## config.mk

```make
export PLATFORM = sky130hd
export DESIGN_NAME = seg_digit_counter
export DESIGN_NICKNAME = d
export VERILOG_FILES = /design/src/rtl/seg_digit_counter.sv
export SDC_FILE = /design/constraint.sdc
export NUM_CORES = 1
export LEC_CHECK = 0
export ABC_AREA = 1
export CAP_MARGIN = 20
export CORE_ASPECT_RATIO = 1.5
export CORE_MARGIN = 5
export CORE_UTILIZATION = 39
export CTS_CLUSTER_DIAMETER = 100
export DETAILED_ROUTE_END_ITERATION = 10
export PLACE_DENSITY = 0.59
export SYNTH_ARGS = -nofsm -noshare
export SYNTH_HDL_FRONTEND = slang
export SYNTH_SLANG_ARGS = --single-unit
```

## constraint.sdc

```tcl
create_clock -name clk -period 2.88 [get_ports clk]
set_input_delay 0.432 -clock clk [delete_from_list [all_inputs] [get_ports clk]]
set_output_delay 0.432 -clock clk [all_outputs]
set_load 0.005 [all_outputs]
```

## src/rtl/seg_digit_counter.sv

```systemverilog
// rtl/seg_digit_counter.sv - prescaled up/down decimal digit counter with 7-segment output and load strobe
module seg_digit_counter #(
  parameter int unsigned PRESCALE       = 4,
  parameter int unsigned MAX_DIGIT      = 9,
  parameter bit          ACTIVE_LOW_SEG = 1'b0
) (
  input  logic       clk,
  input  logic       reset,
  input  logic       run,
  input  logic       up,
  input  logic       clear,
  output logic [3:0] digit,
  output logic [6:0] seg,
  output logic       seg_valid,
  output logic       carry
);

  localparam logic [15:0] PRE_LAST = 16'(PRESCALE - 1);
  localparam logic [3:0]  DIG_MAX  = 4'(MAX_DIGIT);
  localparam logic [6:0]  SEG_ZERO = ACTIVE_LOW_SEG ? 7'h40 : 7'h3F;

  typedef enum logic {
    ST_INIT  = 1'b0,
    ST_COUNT = 1'b1
  } state_t;

  state_t      state_q, state_d;
  logic [15:0] pre_q, pre_d;
  logic [3:0]  digit_q, digit_d;
  logic [6:0]  seg_q, seg_d;
  logic        seg_valid_q, seg_valid_d;
  logic        carry_q, carry_d;

  // Pattern bits are {g,f,e,d,c,b,a}; common-anode builds invert every bit.
  function automatic logic [6:0] encode(input logic [3:0] d);
    logic [6:0] p;
    case (d)
      4'd0:    p = 7'h3F;
      4'd1:    p = 7'h06;
      4'd2:    p = 7'h5B;
      4'd3:    p = 7'h4F;
      4'd4:    p = 7'h66;
      4'd5:    p = 7'h6D;
      4'd6:    p = 7'h7D;
      4'd7:    p = 7'h07;
      4'd8:    p = 7'h7F;
      4'd9:    p = 7'h6F;
      default: p = 7'h00;
    endcase
    return ACTIVE_LOW_SEG ? ~p : p;
  endfunction

  // Next-state: INIT announces digit 0 once; COUNT handles clear, prescaler and digit steps.
  always_comb begin
    state_d     = state_q;
    pre_d       = pre_q;
    digit_d     = digit_q;
    seg_valid_d = 1'b0;
    carry_d     = 1'b0;
    if (state_q == ST_INIT) begin
      state_d     = ST_COUNT;
      pre_d       = '0;
      digit_d     = '0;
      seg_valid_d = 1'b1;
    end else if (clear) begin
      pre_d       = '0;
      digit_d     = '0;
      seg_valid_d = 1'b1;
    end else if (run) begin
      if (pre_q == PRE_LAST) begin
        pre_d       = '0;
        seg_valid_d = 1'b1;
        if (up) begin
          if (digit_q == DIG_MAX) begin
            digit_d = '0;
            carry_d = 1'b1;
          end else begin
            digit_d = digit_q + 4'd1;
          end
        end else begin
          if (digit_q == 4'd0) begin
            digit_d = DIG_MAX;
            carry_d = 1'b1;
          end else begin
            digit_d = digit_q - 4'd1;
          end
        end
      end else begin
        pre_d = pre_q + 16'd1;
      end
    end
    seg_d = encode(digit_d);
  end

  // State and output registers; reset drops any strobe in flight.
  always_ff @(posedge clk or negedge reset) begin
    if (!reset) begin
      state_q     <= ST_INIT;
      pre_q       <= '0;
      digit_q     <= '0;
      seg_q       <= SEG_ZERO;
      seg_valid_q <= 1'b0;
      carry_q     <= 1'b0;
    end else begin
      state_q     <= state_d;
      pre_q       <= pre_d;
      digit_q     <= digit_d;
      seg_q       <= seg_d;
      seg_valid_q <= seg_valid_d;
      carry_q     <= carry_d;
    end
  end

  assign digit     = digit_q;
  assign seg       = seg_q;
  assign seg_valid = seg_valid_q;
  assign carry     = carry_q;

endmodule

```

=== Yosys cells after proc, flatten, opt, wreduce, memory -nomap -nowiden ===
Memories as Yosys holds them, arrays and structs flattened. A register that Yosys moved wholly into a read port is not among the register bits.
Index checks and enable logic that the tools add are counted.

* $add $sub $neg: 3
* Equality and inequality tests: 3
* Multiplexer cells: 22
* Reduce and logical (&&, ||, !) cells: 2

{| class="wikitable"
|+ Operators with widths
! kind !! number
|-
| $mux 16 || 4
|-
| $mux 4 || 7
|-
| $add 16x1->16 const B || 1
|-
| $eq 16x2->1 const B || 1
|-
| $mux 1 || 11
|-
| $add 4x1->4 const B || 1
|-
| $eq 4x4->1 const B || 1
|-
| $logic_not 4->1 || 1
|-
| $sub 4x1->4 const B || 1
|-
| $ne 3x3->1 const B || 1
|-
| $logic_not 1->1 || 1
|}

* Memories: 1
* Bits in read-only memories: 112
* Input port bits: 5
* Output and inout bits: 13
* Logic and storage cells: 36
* Bits in registers: 23

{| class="wikitable"
|+ Memories
! name !! depth !! width !! read ports !! clocked after memory_dff !! write ports !! RTL line !! source
|-
| (name not given) || 16 || 7 || 1 || 1 || 0 || 37 || <nowiki>case (d)</nowiki>
|}

=== Longest topological paths before layout ===
Gate-level depths: netlist (run 1).

* Depth in word-level cells: 7
* Mapped depth: 16

=== Worst setup path before layout (run 1) ===
OpenSTA, ideal clock, no wires.

* Path type: register -> register
* Start point: reg digit_q[0], in the netlist digit[0]
* End point: reg seg_q[5], in the netlist seg[5]
* Library setup time: 0.062 ns
* Path slack: 1.038 ns
* Required time: 2.818 ns
* Data arrival time: 1.780 ns
* Path buffers: 0
* Cell stages (with the launch flop): 17
* Cells stage by stage: dfrtp_1 inv_1 ha_1 inv_1 nand2_1 nand2_1 nand2_1 nand2_1 nand3_1 nand3_1 inv_1 ha_1 inv_1 nand2_1 nand2_1 nand2_1 nand2_1

* Longest elaborated chain between the ends: 7
* Elaborated cells on any way between the ends: 11

{| class="wikitable"
|+ RTL lines
! item !! RTL line !! source
|-
| start, declared || 29 || <nowiki>logic [3:0] digit_q, digit_d;</nowiki>
|-
| start signal, assigned || 107 || <nowiki>digit_q <= digit_d;</nowiki>
|-
| $sub 4x1->4, or another cell as far along || 85 || <nowiki>digit_d = digit_q - 4'd1;</nowiki>
|-
| $mux 4, on equally long branches || 81, 74 ||
|-
| $mux 4 * || 73 || <nowiki>if (up) begin</nowiki>
|-
| $mux 4 * || 70 || <nowiki>if (pre_q == PRE_LAST) begin</nowiki>
|-
| $mux 4 * || 69 || <nowiki>end else if (run) begin</nowiki>
|-
| $mux 4 * || 65 || <nowiki>end else if (clear) begin</nowiki>
|-
| $mux 4 * || 60 || <nowiki>if (state_q == ST_INIT) begin</nowiki>
|-
| named net digit_d[1] || 29 ||
|-
| end, declared || 30 || <nowiki>logic [6:0] seg_q, seg_d;</nowiki>
|}

The timed path passes the listed nets; every way through them passes the cells marked *.
A chain may end at the register's enable or synchronous reset.

=== Worst setup path after layout (run 1) ===
* Start point: reg digit_q[1], in the netlist digit[1]
* End point: reg seg_q[0], in the netlist seg[0]

* Longest elaborated chain between the ends: 7
* Elaborated cells on any way between the ends: 11

{| class="wikitable"
|+ RTL lines
! item !! RTL line
|-
| $sub 4x1->4, or another cell as far along || 85
|-
| $mux 4, on equally long branches || 81, 74
|-
| $mux 4 || 73
|-
| $mux 4 || 70
|-
| $mux 4 * || 69
|-
| $mux 4 * || 65
|-
| $mux 4 * || 60
|}

Mark *: on every way between the ends. The rest lies on a longest branch, timed or not.

==> results of run 1 <==
## worst min path at each step
stage,endpoint,cells past startpoint
2_1_floorplan,carry,0
3_3_place_gp,pre_q[1],1
3_5_place_dp,pre_q[1],1
4_1_cts,pre_q[5],2
5_1_grt,pre_q[3],2
6_report,pre_q[3],2
## worst max-delay path, delay by kind of cell (launching register included)
family	cells	cell delay, ps
adder cells (fa/ha/maj)	2	520
buffers and inverters	2	250
flip-flops	1	450
AND/OR/NAND/NOR	10	920
## kinds of logic (layout without fill, tap and decap cells)
family	Yosys count	count (layout)
and+or+nand+nor	170	170
buffers and inverters	45	70
DFF	30	30
AOI/OAI and AO/OA	24	24
adders and majority gates	10	10
other	1	1
xor gates and xnor gates	1	1
## metrics by stage
| stage | worst slack, ps | area (sq um) | cells | hold WS [ps] | power [mW] |
|---|---|---|---|---|---|
| after floorplan | 1040 | 2000 | 281 | 136 | 0.493 |
| after global placement | 440 | 2260 | 366 | 518 | 0.529 |
| after detailed placement | 438 | 2260 | 366 | 537 | 0.530 |
| after CTS | 704 | 2350 | 374 | 545 | 0.899 |
| after global routing | 470 | 2350 | 374 | 574 | 0.932 |
| final | 690 | 2350 | 374 | 534 | 0.882 |
## synthesized netlist by cell type
library cell | n | area share
a21oi_2 | 1 | 0.0044
clkinv_1 | 2 | 0.0038
nand3_1 | 27 | 0.068
a31oi_1 | 2 | 0.0063
nand2_1 | 86 | 0.16
a21oi_1 | 11 | 0.028
nor2_1 | 26 | 0.049
nand3_2 | 3 | 0.015
conb_1 | 1 | 0.0019
inv_1 | 36 | 0.068
nor2_2 | 4 | 0.013
nand4_1 | 3 | 0.0094
nor3_1 | 7 | 0.018
ha_1 | 10 | 0.063
inv_2 | 6 | 0.011
nand4_2 | 1 | 0.0063
o21ai_0 | 3 | 0.0075
nand3b_1 | 2 | 0.0075
nor4_4 | 1 | 0.011
o21ai_2 | 1 | 0.0044
o21bai_1 | 1 | 0.0038
xor2_1 | 1 | 0.0044
nand2_2 | 5 | 0.016
dfrtp_1 | 24 | 0.30
a22o_1 | 1 | 0.0044
nor4_1 | 2 | 0.0063
buf_2 | 1 | 0.0025
nor2_4 | 2 | 0.011
nor3_4 | 1 | 0.0081
o21ai_1 | 4 | 0.010
dfstp_2 | 6 | 0.079
## power groups by stage
stage | combinational [mW] | sequential (mW) | clock [mW]
after floorplan | 0.0456 | 0.448 | 0
after global placement | 0.0804 | 0.449 | 0
after detailed placement | 0.0810 | 0.449 | 0
after CTS | 0.0813 | 0.441 | 0.377
after global routing | 0.0926 | 0.443 | 0.397
final | 0.0791 | 0.441 | 0.362
## area by class of cell
type | instances | area [sq um]
multi-input cells | 206 | 1070
fillers | 545 | 2690
well taps | 68 | 85.1
clock inverters | 2 | 12.5
flip-flops and latches | 30 | 758
inverters | 44 | 165
repair buffers | 18 | 178
clock buffers | 6 | 82.6
## flip-flops by register name, indices dropped and copies added (netlist names)
register,cells
state_q,1
digit,4
seg,7
carry,1
seg_valid,1
pre_q,16
## per-layer routing
| metal | vias to the layer above | global-route usage | part of all wire |
|---|---|---|---|
| li1 | 934 | - | - |
| met1 | 837 | 0.179 | 0.39 |
| met2 | 38 | 0.279 | 0.53 |
| met3 | 17 | 0.0405 | 0.031 |
| met4 | 0 | 0.0965 | 0.043 |
| met5 | - | 0 | 0 |
==> results, run 1 <==
- Static timing analysis puts the maximum clock frequency at 457 MHz.
- The signal on the critical path passes through inv_1 -> ha_1 -> inv_1 -> nand2_1 -> nand2_1 -> nand2_1 -> nand2_1 -> nand3_1 -> nand3_1 -> ha_1 -> nand3b_1 -> nand2_1 -> nand2_1 -> nand2_1.
- The mean cell area of the mapped netlist is 7.11 sq um.
- The dominant combinational cell family by area after synthesis is simple AND/OR/NAND/NOR gates.
- The count of distinct cell types in the synthesized netlist is 31.
- Of the total synthesized cell area, the portion taken by XOR and XNOR cells is 0.00438.
- The CTS root buffer is clkbuf_8.
- From left edge to right edge, the die measures 68.4 microns.
- The pin count of the biggest net entering global routing is 31.
- The peak supply drop is 0.184 mV.
- The clock network latency to the later pin of the worst-skew pair is 280 ps.
- The library cell used most frequently in the layout, excluding fill and tap cells, is nand2_1.
- The first-pass iteration count of the detailed router is 4.
- The multiplexer fraction of the synthesized cell area is 0.
- The detail route stage leaves a number of antenna-violating nets equal to 0.
- In the routed design, unresolved DRC markers number 0.
- Summed over all failing endpoints, the final setup total negative slack is 0 ps.
- Setup violations remaining at the end of the flow were counted as 0.
- The per-cell via count in the routed design is 4.88.
- The logic gate share of total power is 0.090.
- For the worst setup path, the data required time is 3100 ps.
- The max-slew violation total from the final report is 0.
- The top fanout value on the critical path is 6.
- The buffer depth of the longest clock path is 2.
- In this run the number of H-tree levels came out at 2.
- The initial detailed-routing violation count is 87.
- The share of the core filled with cells in the final layout is 0.466.
- The reg-to-reg endpoint is seg[0].
- The synthesized design contains 30 register bits.
- The area growth from synthesis to layout is 17.7%.
- For this run, the slowest stage of the critical path takes 450 ps.
- The capture point of the worst path is seg[0].
- For this design the total switching power over the nets is 0.227 mW.
- The top-level port count is 18.
- The number of input and output port buffers inserted is 17.
- The run finished with clean final reports.
- The total number of clock tree sinks is 30.
- Once the clock tree was built, the resizer swapped 0 gates to a different size.
- The most numerous cell on the critical path is nand2_1.
- Of the total synthesized cell area, the portion taken by full adders, half adders and majority gates is 0.0626.
- Of the total synthesized cell area, the portion taken by AND, OR, NAND and NOR gates is 0.398.
- The area of the mapped netlist is 2000 sq um.
- The type of the worst min-delay path is input pin to asynchronous set/reset pin.
- Counting every net in the synthesized netlist gives 296.
- The die area is 6680 sq um.
- The proportion of layout cells with a drive suffix above 1 is 0.131.
- The reported leakage power is 1.17 nW.
- The kind of end point of the critical path is a flip-flop.
- The compound-gate portion of the synthesized area is 0.0683.
- The shortest clock period the worst path allows after layout is 2190 ps.
- TritonCTS built the clock tree.
- Of the total power, registers draw 0.500.
- The number of cells on the worst reg-to-reg path is 14.
- The placed wire-length estimate after detailed placement is 3750 microns.
- The worst clock skew is 7.95 ps.
- The worst setup path category is flip-flop to flip-flop.
- The standard-cell row count is 32.
- The initial utilization of the core area, before any placement, comes to 0.396.
- In the final routed layout, each cell accounts on average for 12.9 microns.
- The sequential-to-total area share from yosys stat is 0.379.
- The startpoint type of the worst setup path is a flip-flop.
- In the synthesized netlist, the number of instances is 281.
- The number of global-route vias before repair is 1,892.
- The worst register-to-register path has a setup slack of 690 ps.
- Wires add up to 4830 microns.
- The height of the die is 97.7 microns.
- The number of nets in the finished design is 320.
- Max-cap violations in this run came to 0.
- Setup repair after global routing left no endpoint under its margin.
- The final estimated routing congestion in global placement is 0.849.
- The slowest cell on the critical path is dfrtp_1.
- After clock tree synthesis, the setup repair step added 0 buffers.
- The final critical-path share of the clock period is 0.760.
- The first global-routing pass estimated 8470 microns of wire.
- Summing over every cut layer, the via total after detailed routing is 1,826.
- The number of antenna cells inserted is 0.
- The share of total power dissipated in the clock network is 0.410.
- Summed over all layers, the global routing overflow is 0.
- The total global routing track utilization is 0.166.
- Clock tree synthesis inserted a total of 5 buffers.
- The internal portion of total power is 0.656 mW.
- The number of failing hold endpoints at the final stage is 0.
- The switching power share of the total is 0.257.
- The power density normalized to cell area is 375 nW/um^2.
- Yosys printed 0 warnings.
- In this run the worst setup path begins at digit[1].
- The number of antenna violations at the first check in global routing is 0.
- The top cell types in the final layout, fill and taps aside, are 86 x nand2_1, 36 x inv_1, 27 x nand3_1.
- The startpoint of the worst register-to-register path is digit[1].
- The area of the core region is 5040 sq um.
- The number of hold buffers added after CTS was 0.
- After clock tree synthesis, the clock-pin slew on the worst setup and hold paths is 70 ps.
- Data arrives at the worst endpoint at 2410 ps.
Power figures use the tool's default switching activity.
==> run 2: changes to the inputs <==
--- a/config.mk
+++ b/config.mk
@@ -12,7 +12,7 @@
 export CORE_UTILIZATION = 39
 export CTS_CLUSTER_DIAMETER = 100
 export DETAILED_ROUTE_END_ITERATION = 10
-export PLACE_DENSITY = 0.59
+export PLACE_DENSITY = 0.61
 export SYNTH_ARGS = -nofsm -noshare
 export SYNTH_HDL_FRONTEND = slang
 export SYNTH_SLANG_ARGS = --single-unit
==> constraint.sdc (replaced) <==
create_clock -name clk -period 1.83 [get_ports clk]
set_input_delay 0.2745 -clock clk [delete_from_list [all_inputs] [get_ports clk]]
set_output_delay 0.2745 -clock clk [all_outputs]
set_load 0.005 [all_outputs]
==> run 2 against run 1 <==
The run now ends with negative setup slack left. Critical endpoint unchanged. Routed wire length grew 16%. Highest routed layer unchanged. Cell area rose by 23%. Core utilization increased by 11 points. Worst setup slack worse by 790 ps. Sequential power increased by 59%. Largest power group unchanged.
==> results, run 2 (synthesis results as in run 1) <==
- The horizontal die dimension was 68.4 microns (unchanged).
- The power density normalized to cell area is 526 nW/um^2 (+40%).
- The area of the core region was 5040 sq um (unchanged).
- The number of nets in the finished design is 374 (+17%).
- The global routing usage on met3 is 0.0394 (-0.00116).
- The max-slew violation total from the final report is 0 (unchanged).
- The CTS tree is built.
- The final critical-path setup slack is -100 ps (-790 ps).
- The depth of the CTS H-tree came to 2 (unchanged).
- The final routed wire length divided by cell count is 13.1 microns (+1.4%).
- The max-capacitance violation count was 0 (unchanged).
- The first-pass iteration count of the detailed router came to 4 (unchanged).
- The shortest clock period the worst path allows after layout came to 1930 ps (-260 ps).
- The worst clock skew is 4.65 ps (-3.30 ps).
- The total global routing track utilization was 0.182 (+0.0160).
- The top-level port count came to 18 (unchanged).
- The global-route track usage on met1 is 0.195 (+0.0165).
- The post-route total power is 1.52 mW (+72%).
- The clock-pin slew on the worst setup and hold paths is 70 ps (about the same).
- The CTS buffer count is 5 (unchanged).
- The clock network latency to the later pin of the worst-skew pair is 290 ps (about the same).
- The register with the most flip-flops is pre_q.
- The met2 layer usage reported by global route was 0.334 (+0.0552).
- The path class of the tightest hold or removal check is input pin to asynchronous set/reset pin.
- The final standard cell count with taps included and fillers excluded is 428 (+14%).
- The worst setup path category is flip-flop to flip-flop.
- The per-cell via count in the routed design came to 4.86 (-0.56%).
- The global route total overflow is 0 (unchanged).
- The final estimated routing congestion in global placement is 0.880 (+3.7%).
- The reported leakage power is 1.44 nW (+23%).
- The internal portion of total power was 1.14 mW (+74%).
- The proportion of layout cells with a drive suffix above 1 is 0.314 (+0.183).
- The initial core utilization is 0.396 (unchanged).
- The buffer depth of the longest clock path is 2 (unchanged).
- The number of input and output port buffers inserted is 17 (unchanged).
- The proportion of power drawn by flip-flops and latches is 0.461 (-0.039).
- The clock power share came to 0.428 (+0.018).
- The number of cells after detailed placement is 413 (+13%).
- The initial detailed-routing violation count is 65 (-25%).
- The global routing's busiest layer is met2.
- The data arrival time of the worst path is 2160 ps (-250 ps).
- The growth of design area from synthesis to finish is 44.4%.
- The number of buffers inserted for hold repair after clock tree synthesis is 0 (unchanged).
- The placed wire-length estimate after detailed placement is 4170 microns (+11%).
- The total number of clock tree sinks is 30 (unchanged).
- The data required time of the critical path is 2060 ps (-1040 ps).
- The switching power share of the total is 0.249 (-0.00812).
- The number of flip-flops in the largest register is 16 (unchanged).
- The share of the core filled with cells in the final layout is 0.572 (+0.106).
- The number of antenna violations at the first check in global routing is 0 (unchanged).
- The flow ran to the end, but the final reports show violations.
- The remaining antenna violation count is 0 (unchanged).
- The worst setup slack after placement is -226 ps (-664 ps).
- The number of global-route vias before repair was 2,147 (+13%).
- The final critical-path share of the clock period is 1.05 (+0.294).
- The standard-cell row count was 32 (unchanged).
- The net load switching power is 0.378 mW (+67%).
- Setup repair after global routing could not meet its margin everywhere.
- In the layout the commonest cells are 83 x nand2_1, 55 x buf_4, 34 x inv_1.
- The height of the die is 97.7 microns (unchanged).
- The top fanout value on the critical path is 5 (-1).
- The die area is 6680 sq um (unchanged).
- The number of vias after detailed routing is 2,078 (+14%).
- The root buffer cell chosen for the clock tree is clkbuf_8.
- The pin count of the biggest net entering global routing is 31 (unchanged).
- The final reports fail on negative setup slack.
- The number of remaining DRC errors is 0 (unchanged).
- The peak supply drop is 0.463 mV (+150%).
- The number of failing hold endpoints at the final stage was 0 (unchanged).
- The worst setup path is captured at a flip-flop.
- The logic gate share of total power is 0.111 (+0.021).
- The number of setup violations in the final report is 7 (+7).
- The most common library cell in the layout ignoring fill and taps is nand2_1.
- The number of antenna cells inserted is 0 (unchanged).
- The worst setup path is launched from a flip-flop.
- The maximum clock rate is 518 MHz (+13%).
- The total wire length is 5610 microns (+16%).
- The wire length of the first global-routing pass is 9400 microns (+11%).
run 2: power by group through the flow:
stage          sequential, mW  clock [mW]  combinational (mW)
2_1_floorplan           0.705           0              0.0718
3_3_place_gp            0.705           0               0.155
3_5_place_dp            0.707           0               0.155
4_1_cts                 0.695       0.661               0.163
5_1_grt                 0.700       0.686               0.191
6_report                0.699       0.649               0.169
run 2: layer usage:
layer | wire length [microns] | up-vias
met1 | 2130 | 968
met5 | 0 | -
met2 | 3190 | 44
met3 | 168 | 18
li1 | - | 1048
met4 | 117 | 0
run 2: repair_timing:
item / 4_1_cts / 5_1_grt
resized for setup: 13 / 13
setup buffers: 3 / 4
pin swaps: 2 / 9
setup endpoints to repair: 7 / 7
run 2: per-stage QoR:
stage	instance area, sq um	TNS (ps)	hold slack [ps]
after floorplan	2000	0	-21.1
after global placement	2610	-1870	562
after detailed placement	2610	-1820	568
after CTS	2800	-245	401
after global routing	2890	-1130	416
final	2890	-419	383
run 2: final timing paths:
path                            slack [ps]   endpoint  depth (start not counted)      start
max in group asynchronous             1120     seg[3]                          2      reset
worst min-delay path                   380   pre_q[3]                          2      reset
worst min register to register         590  pre_q[13]                          2  pre_q[13]
worst max register to register        -100     seg[0]                         13   pre_q[1]
worst max-delay path                  -100     seg[0]                         13   pre_q[1]
min in group clk                       590  pre_q[13]                          2  pre_q[13]
run 2: cell type report:
class / instances / area [sq um]
multi-input combinational: 206 / 1180
tap: 68 / 85.1
inverter: 44 / 168
timing repair buffer: 72 / 583
clock buffer: 8 / 110
fill: 507 / 2160
sequential: 30 / 759
run 2: critical path: stages (launching register included):
cell      delay, ps
dfrtp_1         400
ha_4            170
inv_2            30
nor2_2           70
nand2_1          80
nor2_2          170
nand3_2         150
nand2_2         110
nand3_4         120
ha_4            180
nand3b_1        180
nand2_1          90
nand2_1          50
nand2_1          70
